**src/rtl/lsu_bus_master_pkg.sv**
```systemverilog
// Shared definitions for the LSU bus master: access-size encodings, FSM states
// and the byte-lane count of the 32-bit data bus.
package lsu_bus_pkg;

    localparam int LANES = 4;

    localparam logic [1:0] SIZE_B = 2'b00;
    localparam logic [1:0] SIZE_H = 2'b01;
    localparam logic [1:0] SIZE_W = 2'b10;

    typedef enum logic [1:0] {
        IDLE = 2'd0,
        BUS  = 2'd1,
        RESP = 2'd2
    } state_t;

endpackage

```
**src/rtl/lsu_bus_master_if.sv**
```systemverilog
// SRAM-style memory bus between the LSU master and a memory slave.
interface lsu_bus_master_if
    import lsu_bus_pkg::*;
#(
    parameter int ADDR_W = 32,
    parameter int DATA_W = 32
) ();

    logic [ADDR_W-1:0] addr;
    logic              arvalid;
    logic              arready;
    logic              wen;
    logic [DATA_W-1:0] wdata;
    logic [LANES-1:0]  wmask;
    logic [DATA_W-1:0] rdata;
    logic              rvalid;
    logic              rready;

    modport master (
        output addr, arvalid, wen, wdata, wmask, rready,
        input  arready, rdata, rvalid
    );

    modport slave (
        input  addr, arvalid, wen, wdata, wmask, rready,
        output arready, rdata, rvalid
    );

endinterface

```
**src/rtl/lsu_bus_master_lane_align.sv**
```systemverilog
// Combinational byte-lane alignment: store mask/data replication and load
// shift with sign/zero extension. Shared with the IFU.
module lsu_lane_align
    import lsu_bus_pkg::*;
(
    input  logic [1:0]       i_size,
    input  logic [1:0]       i_off,
    input  logic [31:0]      i_wdata,
    input  logic [31:0]      i_rdata,
    input  logic             i_unsigned,
    output logic [LANES-1:0] o_wmask,
    output logic [31:0]      o_wdata,
    output logic [31:0]      o_rdata
);

    logic [15:0] w_sh;

    // Half accesses ignore off[0]; word and reserved sizes ignore the offset.
    always_comb begin
        o_wmask = '0;
        o_wdata = '0;
        o_rdata = '0;
        w_sh    = '0;
        case (i_size)
            SIZE_B: begin
                o_wmask = 4'b0001 << i_off;
                o_wdata = {4{i_wdata[7:0]}};
                w_sh    = 16'(i_rdata >> {i_off, 3'b000});
                o_rdata = {{24{~i_unsigned & w_sh[7]}}, w_sh[7:0]};
            end
            SIZE_H: begin
                o_wmask = 4'b0011 << {i_off[1], 1'b0};
                o_wdata = {2{i_wdata[15:0]}};
                w_sh    = 16'(i_rdata >> {i_off[1], 4'b0000});
                o_rdata = {{16{~i_unsigned & w_sh[15]}}, w_sh};
            end
            default: begin
                o_wmask = 4'b1111;
                o_wdata = i_wdata;
                o_rdata = i_rdata;
            end
        endcase
    end

endmodule

```
**src/rtl/lsu_bus_master.sv**
```systemverilog
// LSU bus master: one load/store at a time onto the SRAM-style bus.
// Optional LSU_MISALIGN_CHECK_EN reports misaligned half/word accesses as errors.
module lsu_bus_master
    import lsu_bus_pkg::*;
#(
    parameter int ADDR_W = 32,
    parameter int DATA_W = 32
) (
    input  logic              clk,
    input  logic              rst,
    input  logic              req_valid,
    output logic              req_ready,
    input  logic [ADDR_W-1:0] req_addr,
    input  logic              req_wen,
    input  logic [DATA_W-1:0] req_wdata,
    input  logic [1:0]        req_size,
    input  logic              req_unsigned,
    output logic              resp_valid,
    input  logic              resp_ready,
    output logic [DATA_W-1:0] resp_rdata,
    output logic              resp_err,
    lsu_bus_master_if.master  bus
);

    state_t            r_state;
    state_t            w_nextState;
    logic [ADDR_W-1:0] r_addr;
    logic              r_wen;
    logic [1:0]        r_size;
    logic [1:0]        r_off;
    logic              r_unsigned;
    logic [DATA_W-1:0] r_wdata;
    logic [LANES-1:0]  r_wmask;
    logic [DATA_W-1:0] r_rdata;

    logic [1:0]        w_size;
    logic [1:0]        w_off;
    logic [LANES-1:0]  w_wmask;
    logic [DATA_W-1:0] w_wdata;
    logic [DATA_W-1:0] w_loadData;

`ifdef LSU_MISALIGN_CHECK_EN
    logic r_err;
    logic w_misalign;
    assign w_misalign = ((req_size == SIZE_H) && req_addr[0]) ||
                        (req_size[1] && (req_addr[1:0] != 2'b00));
`endif

    // The aligner sees the live request in IDLE and the latched one afterwards.
    assign w_size = (r_state == IDLE) ? req_size       : r_size;
    assign w_off  = (r_state == IDLE) ? req_addr[1:0]  : r_off;

    lsu_lane_align u_align (
        .i_size     (w_size),
        .i_off      (w_off),
        .i_wdata    (req_wdata),
        .i_rdata    (bus.rdata),
        .i_unsigned (r_unsigned),
        .o_wmask    (w_wmask),
        .o_wdata    (w_wdata),
        .o_rdata    (w_loadData)
    );

    always_ff @(posedge clk) begin
        if (rst) r_state <= IDLE;
        else     r_state <= w_nextState;
    end

    always_comb begin
        w_nextState = r_state;
        case (r_state)
            IDLE: begin
                if (req_valid) begin
`ifdef LSU_MISALIGN_CHECK_EN
                    w_nextState = w_misalign ? RESP : BUS;
`else
                    w_nextState = BUS;
`endif
                end
            end
            BUS:     if (bus.rvalid) w_nextState = RESP;
            RESP:    if (resp_ready) w_nextState = IDLE;
            default: w_nextState = IDLE;
        endcase
    end

    always_ff @(posedge clk) begin
        if (rst) begin
            r_addr     <= '0;
            r_wen      <= 1'b0;
            r_size     <= '0;
            r_off      <= '0;
            r_unsigned <= 1'b0;
            r_wdata    <= '0;
            r_wmask    <= '0;
            r_rdata    <= '0;
`ifdef LSU_MISALIGN_CHECK_EN
            r_err      <= 1'b0;
`endif
        end else begin
            case (r_state)
                IDLE: begin
                    if (req_valid) begin
                        r_addr     <= {req_addr[ADDR_W-1:2], 2'b00};
                        r_wen      <= req_wen;
                        r_size     <= req_size;
                        r_off      <= req_addr[1:0];
                        r_unsigned <= req_unsigned;
                        r_wdata    <= req_wen ? w_wdata : '0;
                        r_wmask    <= req_wen ? w_wmask : '0;
                        r_rdata    <= '0;
`ifdef LSU_MISALIGN_CHECK_EN
                        r_err      <= w_misalign;
`endif
                    end
                end
                BUS: begin
                    if (bus.rvalid) r_rdata <= r_wen ? '0 : w_loadData;
                end
                default: ;
            endcase
        end
    end

    // Bus outputs are forced to zero outside BUS so nothing stale leaks out.
    always_comb begin
        req_ready   = (r_state == IDLE);
        bus.arvalid = (r_state == BUS);
        bus.rready  = (r_state == BUS);
        bus.addr    = (r_state == BUS) ? r_addr  : '0;
        bus.wen     = (r_state == BUS) ? r_wen   : 1'b0;
        bus.wdata   = (r_state == BUS) ? r_wdata : '0;
        bus.wmask   = (r_state == BUS) ? r_wmask : '0;
        resp_valid  = (r_state == RESP);
        resp_rdata  = (r_state == RESP) ? r_rdata : '0;
`ifdef LSU_MISALIGN_CHECK_EN
        resp_err    = (r_state == RESP) ? r_err : 1'b0;
`else
        resp_err    = 1'b0;
`endif
    end

endmodule

```
**src/flat_wrapper.sv**
```systemverilog
// flat-port wrapper written by rule: the top's interface ports become plain ports
module lsu_bus_master_flat import lsu_bus_pkg::*;
#(
    parameter int ADDR_W = 32,
    parameter int DATA_W = 32
)
  (clk, rst, req_valid, req_ready, req_addr, req_wen, req_wdata, req_size, req_unsigned, resp_valid, resp_ready, resp_rdata, resp_err, bus_addr, bus_arvalid, bus_wen, bus_wdata, bus_wmask, bus_rready, bus_arready, bus_rdata, bus_rvalid);
  lsu_bus_master_if #(.ADDR_W(ADDR_W), .DATA_W(DATA_W)) bus_i ();
  input  logic clk;
  input  logic rst;
  input  logic req_valid;
  output logic req_ready;
  input  logic [ADDR_W-1:0] req_addr;
  input  logic req_wen;
  input  logic [DATA_W-1:0] req_wdata;
  input  logic [1:0] req_size;
  input  logic req_unsigned;
  output logic resp_valid;
  input  logic resp_ready;
  output logic [DATA_W-1:0] resp_rdata;
  output logic resp_err;
  output wire logic [$bits(bus_i.addr)-1:0] bus_addr;
  output wire logic [$bits(bus_i.arvalid)-1:0] bus_arvalid;
  output wire logic [$bits(bus_i.wen)-1:0] bus_wen;
  output wire logic [$bits(bus_i.wdata)-1:0] bus_wdata;
  output wire logic [$bits(bus_i.wmask)-1:0] bus_wmask;
  output wire logic [$bits(bus_i.rready)-1:0] bus_rready;
  input wire logic [$bits(bus_i.arready)-1:0] bus_arready;
  input wire logic [$bits(bus_i.rdata)-1:0] bus_rdata;
  input wire logic [$bits(bus_i.rvalid)-1:0] bus_rvalid;
  assign bus_addr = bus_i.addr;
  assign bus_arvalid = bus_i.arvalid;
  assign bus_wen = bus_i.wen;
  assign bus_wdata = bus_i.wdata;
  assign bus_wmask = bus_i.wmask;
  assign bus_rready = bus_i.rready;
  assign bus_i.arready = bus_arready;
  assign bus_i.rdata = bus_rdata;
  assign bus_i.rvalid = bus_rvalid;
  lsu_bus_master #(.ADDR_W(ADDR_W), .DATA_W(DATA_W)) u_core (.clk(clk), .rst(rst), .req_valid(req_valid), .req_ready(req_ready), .req_addr(req_addr), .req_wen(req_wen), .req_wdata(req_wdata), .req_size(req_size), .req_unsigned(req_unsigned), .resp_valid(resp_valid), .resp_ready(resp_ready), .resp_rdata(resp_rdata), .resp_err(resp_err), .bus(bus_i));
endmodule
```
**config.mk**
```make
export PLATFORM = sky130hd
export DESIGN_NAME = lsu_bus_master_flat
export DESIGN_NICKNAME = d
export VERILOG_FILES = /design/src/rtl/lsu_bus_master_pkg.sv /design/src/rtl/lsu_bus_master_if.sv /design/src/rtl/lsu_bus_master_lane_align.sv /design/src/rtl/lsu_bus_master.sv /design/src/flat_wrapper.sv
export SDC_FILE = /design/constraint.sdc
export NUM_CORES = 1
export LEC_CHECK = 0
export ABC_AREA = 1
export CORE_UTILIZATION = 40
export CTS_BUF_LIST = sky130_fd_sc_hd__clkbuf_4 sky130_fd_sc_hd__clkbuf_8 sky130_fd_sc_hd__clkbuf_16
export DETAILED_ROUTE_END_ITERATION = 7
export DONT_BUFFER_PORTS = 1
export PLACE_DENSITY = 0.53
export SYNTH_ARGS = -nofsm -noshare
export SYNTH_HDL_FRONTEND = slang
export SYNTH_SLANG_ARGS = --single-unit
```
**constraint.sdc**
```tcl
create_clock -name clk -period 1.6 [get_ports clk]
set_input_delay 0.24 -clock clk [delete_from_list [all_inputs] [get_ports clk]]
set_output_delay 0.24 -clock clk [all_outputs]
set_load 0.01 [all_outputs]
```
# ---- After elaboration in Yosys (flattened, before gate mapping)
# Index checks and enable logic that the tools add are counted.
dict set report op_classes {
  n_eq_ne 6
  n_shift 4
  bitwise 3
  n_reduce_logical 6
  muxes 20
}
# op count
set op_table {}
lappend op_table {{$mux 32} 7}
lappend op_table {{$pmux 32 s2} 3}
lappend op_table {{$shr 32x5->16} 1}
lappend op_table {{$shr 32x5->8} 1}
lappend op_table {{$mux 2} 5}
lappend op_table {{$mux 4} 2}
lappend op_table {{$pmux 4 s2} 1}
lappend op_table {{$pmux 2 s3} 1}
lappend op_table {{$reduce_and 3->1} 2}
lappend op_table {{$eq 2x1->1 const B} 2}
lappend op_table {{$logic_not 2->1} 2}
lappend op_table {{$ne 2x1->1 const B} 2}
lappend op_table {{$shl 1x2->4 const A} 1}
lappend op_table {{$shl 2x2->4 const A} 1}
lappend op_table {{$and 1x1->1} 2}
lappend op_table {{$eq 2x2->1 const B} 1}
lappend op_table {{$ne 2x2->1 const B} 1}
lappend op_table {{$reduce_and 2->1} 1}
lappend op_table {{$reduce_bool 2->1} 1}
lappend op_table {{$mux 1} 1}
lappend op_table {{$not 1->1} 1}
dict set report word_totals {
  ff_bits 106
  output_inout_bits 106
  inputBits 106
  word_cells 48
}

# ---- Logic depth before layout (Yosys ltp)
# Gate-level depths: netlist (run 1).
dict set report logic_depth {
  depth_word 8
  ltp_mapped 12
  ltp_nobuf 11
}

# ---- Hierarchy
# A second synthesis (run 1) with hierarchy kept.
dict set report hier_totals {
  cells_unflattened 1108
  area_unflattened_um2 6389.9
}
# module cells_per_inst seq_area_each_um2 instances area_each_um2
set modules_own_cells {}
lappend modules_own_cells {lsu_bus_master 872 2122.0 1 5308.8}
lappend modules_own_cells {lsu_lane_align 236 0.0 1 1081.0}

# ---- Worst setup path after synthesis (run 1)
# OpenSTA, ideal clock, no wires.
dict set report synth_timing {
  kind {register -> register}
  from {register u_core.r_state[1]}
  to {register u_core.r_rdata[5]}
  path_slack_ns -0.033
  path_stages_with_launch 12
  t_arrival_ns 1.501
  setup_ns 0.132
  path_cell_list {dfxtp_1 nor2_4 nand2_1 o21ai_2 nor2_2 nand2_1 nand2_2 buf_4 a21oi_1 nand2_1 nand2_1 a21oi_1}
}
dict set report synth_via {
  elab_chain_len 7
}
# element line_no
set synth_lines {}
lappend synth_lines {{start, declared} lsu_bus_master.sv:25} ;# state_t r_state;
lappend synth_lines {{start signal, assigned} lsu_bus_master.sv:66} ;# else r_state <= w_nextState;
lappend synth_lines {{$logic_not 2->1 *} n/a}
lappend synth_lines {{named net req_ready} flat_wrapper.sv:12} ;# output logic req_ready;
lappend synth_lines {{$mux 2, on equally long branches} {lsu_bus_master.sv:51, lsu_bus_master.sv:50}}
lappend synth_lines {{$shr 32x5->16, or another cell as far along} lsu_bus_master_lane_align.sv:34} ;# w_sh = 16'(i_rdata >> {i_off[1], 4'b0000});
lappend synth_lines {{$pmux 32 s2} lsu_bus_master_lane_align.sv:24} ;# case (i_size)
lappend synth_lines {{$mux 32 (2 in a row)} lsu_bus_master.sv:118} ;# if (bus.rvalid) r_rdata <= r_wen ? '0 : w_loadData;
lappend synth_lines {{$pmux 32 s2} lsu_bus_master.sv:101} ;# case (r_state)
lappend synth_lines {{end signal, assigned} lsu_bus_master.sv:118}
lappend synth_lines {{end, declared} lsu_bus_master.sv:34} ;# logic [DATA_W-1:0] r_rdata;
# Mark *: on every way through the listed nets, which the timed path passes. The rest lies on a longest branch. The select of a mux whose other input is x is not followed.
# A chain may end at the register's enable or synchronous reset.

# ---- Worst setup path after layout (run 1)
dict set report layout_timing {
  from {register u_core.r_state[1]}
  to {output resp_rdata[15]}
}
dict set report layout_via {
  elab_chain_len 2
}
# element line_no
set layout_lines {}
lappend layout_lines {{$eq 2x2->1} lsu_bus_master.sv:135} ;# resp_rdata = (r_state == RESP) ? r_rdata : '0;
lappend layout_lines {{$mux 32} lsu_bus_master.sv:135}
lappend layout_lines {{end, declared} flat_wrapper.sv:20} ;# output logic [DATA_W-1:0] resp_rdata;
# Every way passes these cells.

==> impl_results.md, run 1 <==
- Status: finished, violations left
- Failing checks: negative hold slack, negative setup slack
- Vias in the first global route: 5815
- Pwr Density: 869 nW/µm²
- WL/cell: 16.5 µm
- Setup Crit Path Kind: reg2out
- Final min period: 1.80 ns
- DP HPWL: 12200 µm
- Max-Cap Viols: 0
- Crit end category: output pin
- # DRC: 0
- CTS tree: built
- CP Capture Point: resp_rdata[15]
- Initial antenna violation count: 0
- Cell variety after synth: 29
- Worst hold path cell count: 1
- I/O pins: 212
- Post-synth EDFFs: 0
- Slew Limit Fails: 0
- Synth Area in Adders: 0
- Crit path launch: u_core.r_state[1]
- Worst Reg-to-Reg Cells: 11
- Worst-Skew Late Latency: 0.35 ns
- Area Overhead vs Synth: 54.4%
- H-tree levels: 3
- Syn Std Cell Area: 5520 µm²
- DR iter-0 viols: 381
- Via count: 6109
- Largest family of logic cells by synthesized area: simple AND/OR/NAND/NOR gates
- Sequential share of the synthesized area: 0.384
- Avg Inst Size Synth: 6.24 µm²
- Grt ovf: 0
- Required time of the critical path: 1.36 ns
- R2r setup slk: -0.16 ns
- Final Routed Wirelength: 19900 µm
- Count of input and output buffers: 0
- R2r endpoint: u_core.r_rdata[12]
- CP Max Fanout: 8
- Tcrit/Tclk final: 1.12
- Cts bufs inserted: 9
- Ys flop type: dfxtp_1
- Core Area: 13300 µm²
- Most frequent cells in the layout: inv_1 (152), nand2_1 (151), buf_4 (121), dfxtp_1 (104), a21oi_1 (87)
- Clk slew on worst S/H paths: 0.07 ns
- Starting Density: 0.413
- Clk_skew: 0.00707 ns
- Mux cell area share after synthesis: 0
- Hold_ws: -0.0495 ns
- Synth warn: 0
- Most common cell after layout, fill and taps aside: inv_1
- Largest net degree at the start of global routing: 72
- Final Net Count: 1137
- Root buffer cell: clkbuf_16
- Synth Area in XOR/XNOR: 0
- Maximum vdd drop: 0.000509 V
- PnR worst setup slack: -0.197 ns
- Fmax: 556 MHz
- Setup WS pre-CTS: -0.148 ns
- Vias per cell: 5.04
- Final setup viols: 140
- CTS sink count: 106
- Routability Congestion: 0.863
- Register area: 2130 µm²
- Die area: 14300 µm²
- Final hold vios: 43
- Design Power: 7.41 mW
- Area of the multi-input gates: 3400 µm²
- CP Launch Type: register
- Die height: 119 µm
- Antenna-violating nets left: 0
- Row count: 42
- Synth Area in Compound Gates: 0.196
- RR Startpoint: u_core.r_state[0]
- Layout cell share with drive strength beyond 1: 0.387
- Unrepaired setup endpoints after global routing: yes
- Worst Hold Class: in2reg
- Leakage power: 3.63 nW
- Synth async-reset ratio: 0
- Post-synthesis simple-gate area fraction: 0.267
- Critical Path AT: 1.56 ns
- Ant diodes: 0
- Die span in x: 119 µm
- Filler cells: 1235
- Gr usage total: 0.258
- Clock Tree Buf Depth: 2
- Synthesized instance count: 885
- Drt first pass iters: 5
- Flop and latch count out of synthesis: 106
- First-pass GRT wire length: 29100 µm
cell type report:
type / instances / share of cell area
clock buffer: 11 / 0.0289
clock inverter: 5 / 0.00705
inverter: 161 / 0.0739
multi-input combinational: 570 / 0.399
sequential: 106 / 0.250
tap: 176 / 0.0258
timing repair buffer: 182 / 0.215
timing repair inverter: 1 / 0.000587
power breakdown:
group          total, mW  switching (mW)  internal, mW  leakage [nW]
registers           2.91          0.0830          2.82         0.870
logic               2.19            1.26         0.924          2.61
clock network       2.31            1.03          1.28         0.150
total               7.41            2.38          5.03          3.63
worst min path at each step:
stage                       from  slack (ns)                 end
finish                       rst       -0.05   u_core.r_rdata[1]
global route                 rst       -0.05  u_core.r_wdata[20]
CTS                          rst       -0.06  u_core.r_wdata[27]
detailed placement           rst        0.32  u_core.r_wdata[20]
floorplan           req_wdata[0]        0.38   u_core.r_wdata[0]
global placement             rst        0.32  u_core.r_wdata[20]
metal layers:
metal / vias up / part of all wire / track usage
met3: 41 / 0.084 / 0.0699
met2: 266 / 0.47 / 0.428
met1: 2789 / 0.42 / 0.318
li1: 3013 / - / -
met4: 0 / 0.027 / 0.0930
met5: - / 0 / 0
cells in the mapped netlist, types with 3 or more instances:
| master | instances | area, µm² |
|---|---|---|
| nand3_1 | 20 | 100 |
| buf_4 | 6 | 45.0 |
| clkbuf_1 | 32 | 120 |
| o21ai_0 | 66 | 330 |
| nand2_2 | 5 | 31.3 |
| o221ai_1 | 7 | 61.3 |
| o21ai_2 | 3 | 26.3 |
| o21ai_1 | 3 | 15.0 |
| nor2_2 | 3 | 18.8 |
| buf_1 | 5 | 18.8 |
| o211ai_1 | 10 | 75.1 |
| inv_2 | 3 | 11.3 |
| dfxtp_1 | 106 | 2120 |
| inv_1 | 157 | 589 |
| or2_2 | 9 | 56.3 |
| buf_2 | 7 | 35.0 |
| a21oi_1 | 112 | 561 |
| nor2_1 | 129 | 484 |
| nand2_1 | 192 | 721 |
sequential cells by signal, indices dropped and copies added (netlist names):
name and cells:
u_core.r_wdata 32, u_core.r_wen 1, u_core.r_wmask 4, u_core.r_state 2, u_core.r_addr 30, u_core.r_off 2, u_core.r_rdata 32, u_core.r_size 2
u_core.r_unsigned 1
timing repair:
item | 4_1_cts | 5_1_grt
setup endpoints to repair | 158 | 186
gates resized for setup | 137 | 190
cloned | 10 | 8
setup buffers | 16 | 9
hold endpoints to repair | 70 | 70
pin swaps | 12 | 35
cells by family after synthesis:
family,count (synthesis)
AND/OR/NAND/NOR,362
buffers and inverters,213
AO/OA/AOI/OAI,203
flip-flops,106
other,1
worst max-delay path, cell delays in order (launching register included):
cell       delay [ns]
dfxtp_4          0.38
inv_2            0.06
buf_4            0.14
nor2_4           0.13
inv_4            0.09
clkbuf_16        0.18
nor2_4           0.09
buf_4            0.13
per-stage QoR:
stage                     utilization  hold slack [ns]  setup TNS, ns  std cells  cell area [µm²]
after floorplan                     -            0.384         -0.264        887             5570
after global placement          0.502            0.318          -5.08       1155             6700
after detailed placement        0.502            0.318          -5.88       1155             6700
after CTS                       0.577          -0.0603         -16.22       1197             7700
after global routing            0.638          -0.0544         -27.94       1212             8520
final                           0.638          -0.0495         -18.83       1212             8520
Power figures use the tool's default switching activity.
==> run 2, diff against run 1 <==
- SLEW_MARGIN: unset -> 20
==> results of run 2 <==
No change in the layout: final DEF, timing and power equal those of run 1.
